==> config.mk <==
export PLATFORM = sky130hd
export DESIGN_NAME = instr_fetch_unit
export DESIGN_NICKNAME = d
export VERILOG_FILES = /design/src/rtl/instr_fetch_unit.sv
export SDC_FILE = /design/constraint.sdc
export NUM_CORES = 1
export LEC_CHECK = 0
export ABC_AREA = 0
export CAP_MARGIN = 5
export CORE_ASPECT_RATIO = 2
export CORE_UTILIZATION = 45
export CTS_BUF_LIST = sky130_fd_sc_hd__clkbuf_4 sky130_fd_sc_hd__clkbuf_8
export DETAILED_ROUTE_END_ITERATION = 10
export GPL_TIMING_DRIVEN = 0
export PLACE_DENSITY = 0.72
export SYNTH_ARGS = -nofsm -noshare
export SYNTH_HDL_FRONTEND = slang
export SYNTH_SLANG_ARGS = --single-unit
==> constraint.sdc <==
create_clock -name clk -period 9.5 [get_ports clk]
set_clock_uncertainty 0.05 [all_clocks]
set_input_delay 2.85 -clock clk [delete_from_list [all_inputs] [get_ports clk]]
set_output_delay 2.85 -clock clk [all_outputs]
set_load 0.005 [all_outputs]
==> src/rtl/instr_fetch_unit.sv <==
// Fetch stage: PC register, one outstanding imem read, 2-entry buffer feeding decode (accept N, rvalid N+k, instr_valid N+k+1).
// Backpressure: instr_ready low fills the buffer, and no new read is issued while both slots are held.
module instr_fetch_unit #(
  parameter logic [31:0] RESET_PC = 32'h0000_0000,
  parameter int          XLEN     = 32
) (
  input  logic            clk,
  input  logic            reset,
  output logic            imem_req,
  output logic [XLEN-1:0] imem_addr,
  input  logic            imem_ready,
  input  logic            imem_rvalid,
  input  logic [XLEN-1:0] imem_rdata,
  output logic            instr_valid,
  output logic [XLEN-1:0] instr,
  output logic [6:0]      op,
  output logic [XLEN-1:0] pc_out,
  output logic [XLEN-1:0] pc_plus4,
  input  logic            instr_ready,
  input  logic            pc_src,
  input  logic [XLEN-1:0] pc_target
);

  localparam logic [XLEN-1:0] WORD_STEP  = XLEN'(4);
  localparam logic [XLEN-1:0] ALIGN_MASK = ~XLEN'(3);

  typedef enum logic [1:0] {
    S_IDLE,
    S_REQ,
    S_WAIT
  } state_t;

  state_t          state, state_nxt;
  logic [XLEN-1:0] fetch_pc, fetch_pc_nxt;
  logic [XLEN-1:0] req_pc, req_pc_nxt;
  logic            discard, discard_nxt;
  logic            push;
  logic            pop;
  logic            accept;
  logic [XLEN-1:0] target_pc;

  logic [XLEN-1:0] buf_instr [2];
  logic [XLEN-1:0] buf_pc    [2];
  logic            rd_ptr;
  logic            wr_ptr;
  logic [1:0]      count;

  assign target_pc   = pc_target & ALIGN_MASK;
  assign imem_req    = (state == S_REQ) && (count != 2'd2);
  assign imem_addr   = fetch_pc;
  assign accept      = imem_req && imem_ready;
  assign instr_valid = (count != 2'd0);
  assign pop         = instr_valid && instr_ready;

  // Head is presented straight from the buffer; zeroed when empty so op idles at 0.
  assign instr    = instr_valid ? buf_instr[rd_ptr] : '0;
  assign pc_out   = instr_valid ? buf_pc[rd_ptr] : '0;
  assign op       = instr[6:0];
  assign pc_plus4 = pc_out + WORD_STEP;

  always_ff @(posedge clk or posedge reset) begin
    if (reset) begin
      state    <= S_IDLE;
      fetch_pc <= RESET_PC;
      req_pc   <= '0;
      discard  <= 1'b0;
    end else begin
      state    <= state_nxt;
      fetch_pc <= fetch_pc_nxt;
      req_pc   <= req_pc_nxt;
      discard  <= discard_nxt;
    end
  end

  always_comb begin
    state_nxt    = state;
    fetch_pc_nxt = fetch_pc;
    req_pc_nxt   = req_pc;
    discard_nxt  = discard;
    push         = 1'b0;
    case (state)
      S_IDLE: state_nxt = S_REQ;
      S_REQ: begin
        if (accept) begin
          req_pc_nxt   = fetch_pc;
          fetch_pc_nxt = fetch_pc + WORD_STEP;
          state_nxt    = S_WAIT;
        end
      end
      S_WAIT: begin
        if (imem_rvalid) begin
          push        = !discard;
          discard_nxt = 1'b0;
          state_nxt   = S_REQ;
        end
      end
      default: state_nxt = S_IDLE;
    endcase
    // A redirect overrides everything; a read still in flight is marked to be dropped on return.
    if (pc_src) begin
      fetch_pc_nxt = target_pc;
      push         = 1'b0;
      if (((state == S_WAIT) && !imem_rvalid) || accept) begin
        discard_nxt = 1'b1;
        state_nxt   = S_WAIT;
      end
    end
  end

  always_ff @(posedge clk or posedge reset) begin
    if (reset) begin
      for (int i = 0; i < 2; i++) begin
        buf_instr[i] <= '0;
        buf_pc[i]    <= '0;
      end
      rd_ptr <= 1'b0;
      wr_ptr <= 1'b0;
      count  <= 2'd0;
    end else if (pc_src) begin
      rd_ptr <= 1'b0;
      wr_ptr <= 1'b0;
      count  <= 2'd0;
    end else begin
      if (push) begin
        buf_instr[wr_ptr] <= imem_rdata;
        buf_pc[wr_ptr]    <= req_pc;
        wr_ptr            <= ~wr_ptr;
      end
      if (pop) begin
        rd_ptr <= ~rd_ptr;
      end
      count <= count + {1'b0, push} - {1'b0, pop};
    end
  end

endmodule

==> qor.log, run 1 <==
[place] routability congestion estimate 0.8057
[power_and_ir_drop] cell area power density 192.9 mW/mm^2
[setup_path] launching element type of the critical path flip-flop
[floorplan] placeable core area 0.02102 mm^2
[setup_path] biggest cell delay along the critical path 0.59 ns
[yosys] syn_area_per_cell 10.92 um^2
[power_and_ir_drop] leakage power of the design 5.393 nW
[yosys] post-synthesis cell count 885
[yosys] largest area contributor in the synthesized netlist dfrtp_1
[clock_tree] Clock Sinks 191
[timing] final period utilization 78.19%
[setup_path] slowest cell on the critical path buf_1
[finish] filler cell count in the final layout 1861
[clock_tree] Inserted Clock Buffers 17
[detailed_routing] Antenna Violating Nets Remaining 0
[setup_path] reg-to-reg startpoint count[0]
[global_route] largest net degree at the start of global routing 126
[finish] post-layout net count 1182
[yosys] leading cell types by count after synthesis dfrtp_1 (191), nand2_1 (134), mux2_2 (125), nor2_1 (73), mux2i_1 (62)
[timing] Worst Max-Slew Pin Slew 1.036 ns
[global_route] global-route congestion overflow total 0
[hold_path] path class of the lowest-slack min-delay path reg -> reg
[yosys] cells taking the most area after synthesis dfrtp_1 (49%), mux2_2 (15%), mux2i_1 (6.4%), nand2_1 (5.2%), xor2_1 (3.4%)
[global_route] number of global-route vias before repair 7725
[yosys] number of flops mapped to enable cells by yosys 0
[detailed_routing] Post-route DRC 0
[global_route] All-Layer GR Usage 24.29%
[clock_tree] root buffer selected by CTS clkbuf_8
[timing] number of setup violations in the final report 0
[timing] f_max 134.6 MHz
[clock_tree] CTS tree done
[power_and_ir_drop] Peak supply drop 0.00008468 V
[setup_path] critical path class reg -> out
[setup_path] worst path bufs/invs 5
[clock_tree] clock insertion delay at the later pin of the skew report 0.48 ns
[finish] fraction of layout instances using a drive strength above 1 19.80%
[floorplan] I/O pin count 207
[global_route] first-pass GRT wire length 41090 um
[detailed_routing] total length of routed wires 25430 um
[setup_path] critical-path cell list nor2_1 -> buf_2 -> buf_1 -> buf_1 -> buf_1 -> nor2_1 -> ha_1 -> nor4b_4 -> nand3_4 -> nor4_2 -> xor2_1 -> clkdlybuf4s50_1
[yosys] synth warn 0
[detailed_routing] vias after detailed routing 7415
[setup_path] timing startpoint of the critical path count[0]
[place] number of buffers inserted by port buffering 198
[finish] number of inserted diodes 0
[timing] worst max-slew margin expressed relative to the limit 30.38%
[global_route] number of antenna violations at the first check in global routing 0
[floorplan] total die area 0.02210 mm^2
[yosys] library cell with the highest instance count after synthesis dfrtp_1
[clock_tree] number of hold buffers added after CTS 0
[timing] setup repair after global routing missed its margin false
[finish] sequential cell area in the final layout 0.004780 mm^2
[floorplan] initial core utilization 45.96%
[clock_tree] clock slew at the register clock pins of the worst setup and hold paths 0.10 ns
[setup_path] nature of the critical path endpoint primary output
[detailed_routing] mean number of vias per cell 5.335
[timing] Final Max Slew Viols 0
[timing] smallest setup slack after layout 2.072 ns
[place] DPL Wire Length 19700 um
[yosys] flip-flop and latch count after synthesis 191
[finish] fin util 58.99%
[yosys] share of async-settable or async-resettable flops after synthesis 100.0%
[yosys] distinct cell type count after synthesis 50
[detailed_routing] Pre-antenna DRT Iters 5
[run_status] status finished clean
[clock_tree] Setup Fix Bufs, Post-CTS 0
[clock_tree] maximum count of clock buffers along a single path 2
[hold_path] Hold Crit Start req_pc[13]
[run] number of max-cap violations 0
[setup_path] worst endpoint data arrival time 4.53 ns
[timing] Period minus WS final 7.428 ns
[detailed_routing] number of DRC markers in iteration 0 277
[clock_tree] H-tree depth 4
[setup_path] cell family with the largest share of critical-path delay buffers and inverters
[setup_path] CP dominant cell by count buf_1
[setup_path] maximum fanout along the worst path 10
[yosys] primary flip-flop cell chosen by synthesis mapping dfrtp_1
[finish] multi-input logic area 0.004546 mm^2
[finish] Area Overhead vs Synth 28.33%
[clock_tree] count of cells resized by post-cts repair 0
[floorplan] y dimension of the die 209.2 um
[setup_path] data required time of the worst path 6.60 ns
[detailed_routing] mean routed wirelength per cell 18.29 um
[timing] final-report hold violation count 0
[floorplan] num rows 75
[yosys] cell area after technology mapping 0.009662 mm^2
[floorplan] Chip Width 105.6 um
[place] setup slack after placement 2.516 ns
[yosys] Yosys top cell area share 49.47%
[yosys] sequential share of the synthesized area 49.47%
[timing] worst hold slack 0.4533 ns
flip-flops by register name (all words and copies together) (netlist names):
| register | cells |
|---|---|
| buf_instr | 64 |
| buf_pc | 60 |
| imem_addr | 30 |
| req_pc | 30 |
| count | 2 |
| state | 2 |
| discard | 1 |
| rd_ptr | 1 |
| wr_ptr | 1 |
report_power, final:
part           switching (mW)  internal, mW  leakage, nW
Combinational           0.408         0.366         2.69
Sequential              0.131         0.982         2.53
Clock                   0.305         0.200        0.181
cell families (layout without fill, tap and decap cells):
kind of cell | count (synthesis) | after routing | share of synthesized area [%]
compound gates | 55 | 55 | 3.600
buf+inv | 70 | 301 | 3.678
other cells | 1 | 6 | 0.03881
flops | 191 | 191 | 49.47
xor+xnor | 51 | 51 | 4.623
fa+ha+maj | 4 | 4 | 0.5180
mux | 187 | 187 | 20.99
simple gates | 326 | 326 | 17.08
routing by layer:
metal / GRT usage [%] / wire length, um / vias up
li1: - / - / 3490
met1: 25.01 / 9118 / 3643
met2: 45.76 / 14140 / 213
met3: 3.618 / 902 / 69
met4: 14.08 / 1266 / 0
met5: 0 / 0 / -
path summary, 6_finish.rpt:
path / end / slack [ns] / depth (start not counted)
max in group asynchronous: buf_instr[32] / 5.66 / 3
hold / removal: req_pc[13] / 0.45 / 2
setup / recovery: pc_plus4[14] / 2.07 / 12
setup reg to reg: count[1] / 6.93 / 10
min in group asynchronous: buf_instr[9] / 2.76 / 2
hold reg to reg: req_pc[13] / 0.45 / 2
per-stage QoR:
step           cell area (um^2)  total power, mW  TNS, ns  cells
6_report                  12400            2.391        0   1390
5_1_grt                   12400            2.550        0   1390
4_1_cts                   12400            2.420        0   1390
3_5_place_dp              12030            1.913        0   1358
3_3_place_gp              12000            1.888  -167.17   1357
2_1_floorplan              9681            1.571        0    890
layout make-up:
| type | instances | area share (%) |
|---|---|---|
| multi-input cells | 629 | 36.66 |
| plain buffers | 58 | 2.503 |
| well taps | 269 | 2.714 |
| inverters | 12 | 0.4238 |
| clock buffers | 20 | 2.119 |
| flip-flops and latches | 191 | 38.55 |
| clock inverters | 12 | 0.8274 |
| repair buffers | 199 | 16.21 |
worst register-to-register path, stage by stage (launching register included):
cell     delay, ns
dfrtp_1       0.42
nor2_1        0.12
buf_2         0.28
buf_1         0.50
inv_1         0.14
and2_1        0.23
ha_1          0.28
inv_1         0.04
ha_1          0.18
xnor2_1       0.15
nor2_1        0.05
placed cells by master, fill, tap and decap left out, types with 4 or more instances in the layout:
cell / synthesis / final
buf_1: 5 / 5
nor4_2: 9 / 9
xor2_1: 37 / 37
clkbuf_8: 0 / 18
nand2_1: 134 / 134
nand3_1: 31 / 31
xnor2_1: 14 / 14
or3_1: 8 / 8
inv_1: 12 / 11
a211oi_2: 4 / 4
clkdlybuf4s50_1: 0 / 198
nand4_1: 14 / 14
clkbuf_1: 18 / 18
nor3_1: 10 / 10
and3_1: 6 / 6
ha_1: 4 / 4
mux2_2: 125 / 125
nand3b_1: 9 / 9
nor2_1: 73 / 73
dfrtp_1: 191 / 191
mux2i_1: 62 / 62
conb_1: 1 / 6
o21ai_0: 33 / 33
buf_2: 17 / 17
o211ai_1: 4 / 4
buf_4: 17 / 17
a31oi_1: 5 / 5
No activity file was read; power rests on OpenSTA's default activity.
==> inputs of run 2 (changes only) <==
clock period = 7.05 ns   (was 9.5 ns; I/O delays follow)
==> run 2 against run 1 <==
Net effect: critical path type unchanged; hold slack better by 0.0086 ns; sequential share of layout area is 0.29 points lower; cell count up 0.22%; setup slack worse by 1.7 ns; global-route usage fell by 0.44 points; largest power group unchanged.
==> qor.log, run 2 (synthesis gave the netlist of run 1 again) <==
[place] setup slack after placement 0.8276 ns
[timing] smallest setup slack after layout 0.3470 ns
[floorplan] Chip Width 105.6 um
[global_route] number of global-route vias before repair 7681
[clock_tree] H-tree depth 4
[power_and_ir_drop] internal power consumption 2.097 mW
[timing] f_max 149.2 MHz
[setup_path] data required time of the worst path 4.89 ns
[clock_tree] Clock Sinks 191
[timing] sum of negative setup slack 0 ns
[place] Post-Place Cells 1361
[power_and_ir_drop] total power 3.266 mW
[global_route] All-Layer GR Usage 23.85%
[clock_tree] Inserted Clock Buffers 17
[setup_path] critical path class reg -> out
[detailed_routing] mean routed wirelength per cell 17.89 um
[global_route] largest net degree at the start of global routing 45
[global_route] number of antenna violations at the first check in global routing 0
[timing] number of setup violations in the final report 0
[floorplan] num rows 75
[place] post-place instance area 0.01208 mm^2
[finish] post-layout net count 1185
[place] number of buffers inserted by port buffering 198
[finish] fraction of layout instances using a drive strength above 1 20.02%
[power_and_ir_drop] cell area power density 261.4 mW/mm^2
[clock_tree] CTS tree done
[timing] worst max-slew margin expressed relative to the limit 28.23%
[clock_tree] clock slew at the register clock pins of the worst setup and hold paths 0.11 ns
[detailed_routing] mean number of vias per cell 5.323
[finish] most used cells in the layout excluding fill and tap cells clkdlybuf4s50_1 (198), dfrtp_1 (191), nand2_1 (134)
[run_status] status finished clean
[clock_tree] number of hold buffers added after CTS 0
[clock_tree] clock insertion delay at the later pin of the skew report 0.48 ns
[place] DPL Wire Length 19690 um
[power_and_ir_drop] switching part of the total 35.79%
[timing] final period utilization 95.08%
[power_and_ir_drop] Flop pwr share 45.8%
[finish] max reg flops 64
[clock_tree] Setup Fix Bufs, Post-CTS 0
[finish] largest registers in the final layout buf_instr x64, buf_pc x60
[global_route] first-pass GRT wire length 40430 um
[floorplan] total die area 0.02210 mm^2
[finish] Area Overhead vs Synth 29.29%
[floorplan] I/O pin count 207
[timing] final-report hold violation count 0
[clock_tree] maximum count of clock buffers along a single path 2
[timing] Final Max Slew Viols 0
[timing] Worst Max-Slew Pin Slew 1.068 ns
[hold_path] path class of the lowest-slack min-delay path reg -> reg
[power_and_ir_drop] total net switching power 1.169 mW
[finish] Biggest register buf_instr
[floorplan] placeable core area 0.02102 mm^2
[finish] number of non-filler instances in the completed layout 1393
[setup_path] maximum fanout along the worst path 10
[finish] most common library cell in the layout ignoring fill and taps clkdlybuf4s50_1
[floorplan] y dimension of the die 209.2 um
[power_and_ir_drop] proportion of power drawn by combinational gates 32.1%
[clock_tree] root buffer selected by CTS clkbuf_8
[timing] setup repair after global routing missed its margin false
[power_and_ir_drop] Peak supply drop 0.0001221 V
[detailed_routing] vias after detailed routing 7415
[floorplan] initial core utilization 45.96%
[finish] number of inserted diodes 0
[power_and_ir_drop] Clock Power Share 22.1%
[detailed_routing] Antenna Violating Nets Remaining 0
[finish] summed area of non-filler cells in the final layout 0.01249 mm^2
[place] routability congestion estimate 0.8291
[global_route] global-route congestion overflow total 0
[power_and_ir_drop] leakage power of the design 5.434 nW
[detailed_routing] total length of routed wires 24920 um
[timing] Period minus WS final 6.703 ns
[detailed_routing] number of DRC markers in iteration 0 245
[clock_tree] count of cells resized by post-cts repair 0
[detailed_routing] Post-route DRC 0
[detailed_routing] Pre-antenna DRT Iters 4
[setup_path] nature of the critical path endpoint primary output
[setup_path] launching element type of the critical path flip-flop
[run] number of max-cap violations 0
[setup_path] worst endpoint data arrival time 4.54 ns
run 2: layout make-up:
| cell class | count | area [um^2] |
|---|---|---|
| Clock inverter | 14 | 161.4 |
| Timing Repair Buffer | 202 | 2062 |
| Sequential cell | 191 | 4780 |
| Multi-Input combinational cell | 629 | 4546 |
| Inverter | 12 | 48.80 |
| Clock buffer | 18 | 247.7 |
| Tap cell | 269 | 336.6 |
| Buffer | 58 | 310.3 |
| Fill cell | 1857 | 8528 |
run 2: path summary, 6_finish.rpt:
| kind | from | endpoint | slack (ns) | cells past startpoint |
|---|---|---|---|---|
| max | count[0] | pc_plus4[14] | 0.35 | 12 |
| min | req_pc[27] | req_pc[27] | 0.46 | 2 |
| max reg2reg | count[0] | count[1] | 4.46 | 10 |
| min reg2reg | req_pc[27] | req_pc[27] | 0.46 | 2 |
| max in group asynchronous | reset | buf_pc[31] | 3.68 | 5 |
| min in group asynchronous | reset | imem_addr[18] | 2.08 | 2 |
run 2: power by group through the flow:
stage / registers (mW) / logic, mW / clock network (mW)
detailed placement: 1.52 / 1.06 / 0
global placement: 1.51 / 1.04 / 0
finish: 1.50 / 1.05 / 0.721
floorplan: 1.46 / 0.657 / 0
global route: 1.53 / 1.16 / 0.782
CTS: 1.50 / 1.06 / 0.741
run 2: metrics by stage:
step                hold WS, ns  util (%)
finish                   0.4619     59.43
floorplan                0.4051         -
detailed placement       0.4386     57.48
global placement         0.4262     57.10
global route             0.4775     59.43
CTS                      0.4637     59.43
run 2: critical path, cell delays in order (launching register included):
cell and delay (ns):
dfrtp_1 0.41, nor2_1 0.13, buf_2 0.28, buf_1 0.50, buf_1 0.61, buf_1 0.51
nor2_1 0.15, ha_1 0.26, nor4b_4 0.16, nand3_4 0.22, nor4_2 0.08, xor2_1 0.17
clkdlybuf4s50_1 0.56
run 2: layer usage:
| metal | up-vias | GRT usage, % | part of all wire (%) |
|---|---|---|---|
| met5 | - | 0 | 0 |
| li1 | 3498 | - | - |
| met3 | 55 | 3.369 | 3.5 |
| met4 | 0 | 11.54 | 3.8 |
| met1 | 3646 | 25.02 | 36 |
| met2 | 216 | 45.64 | 56 |
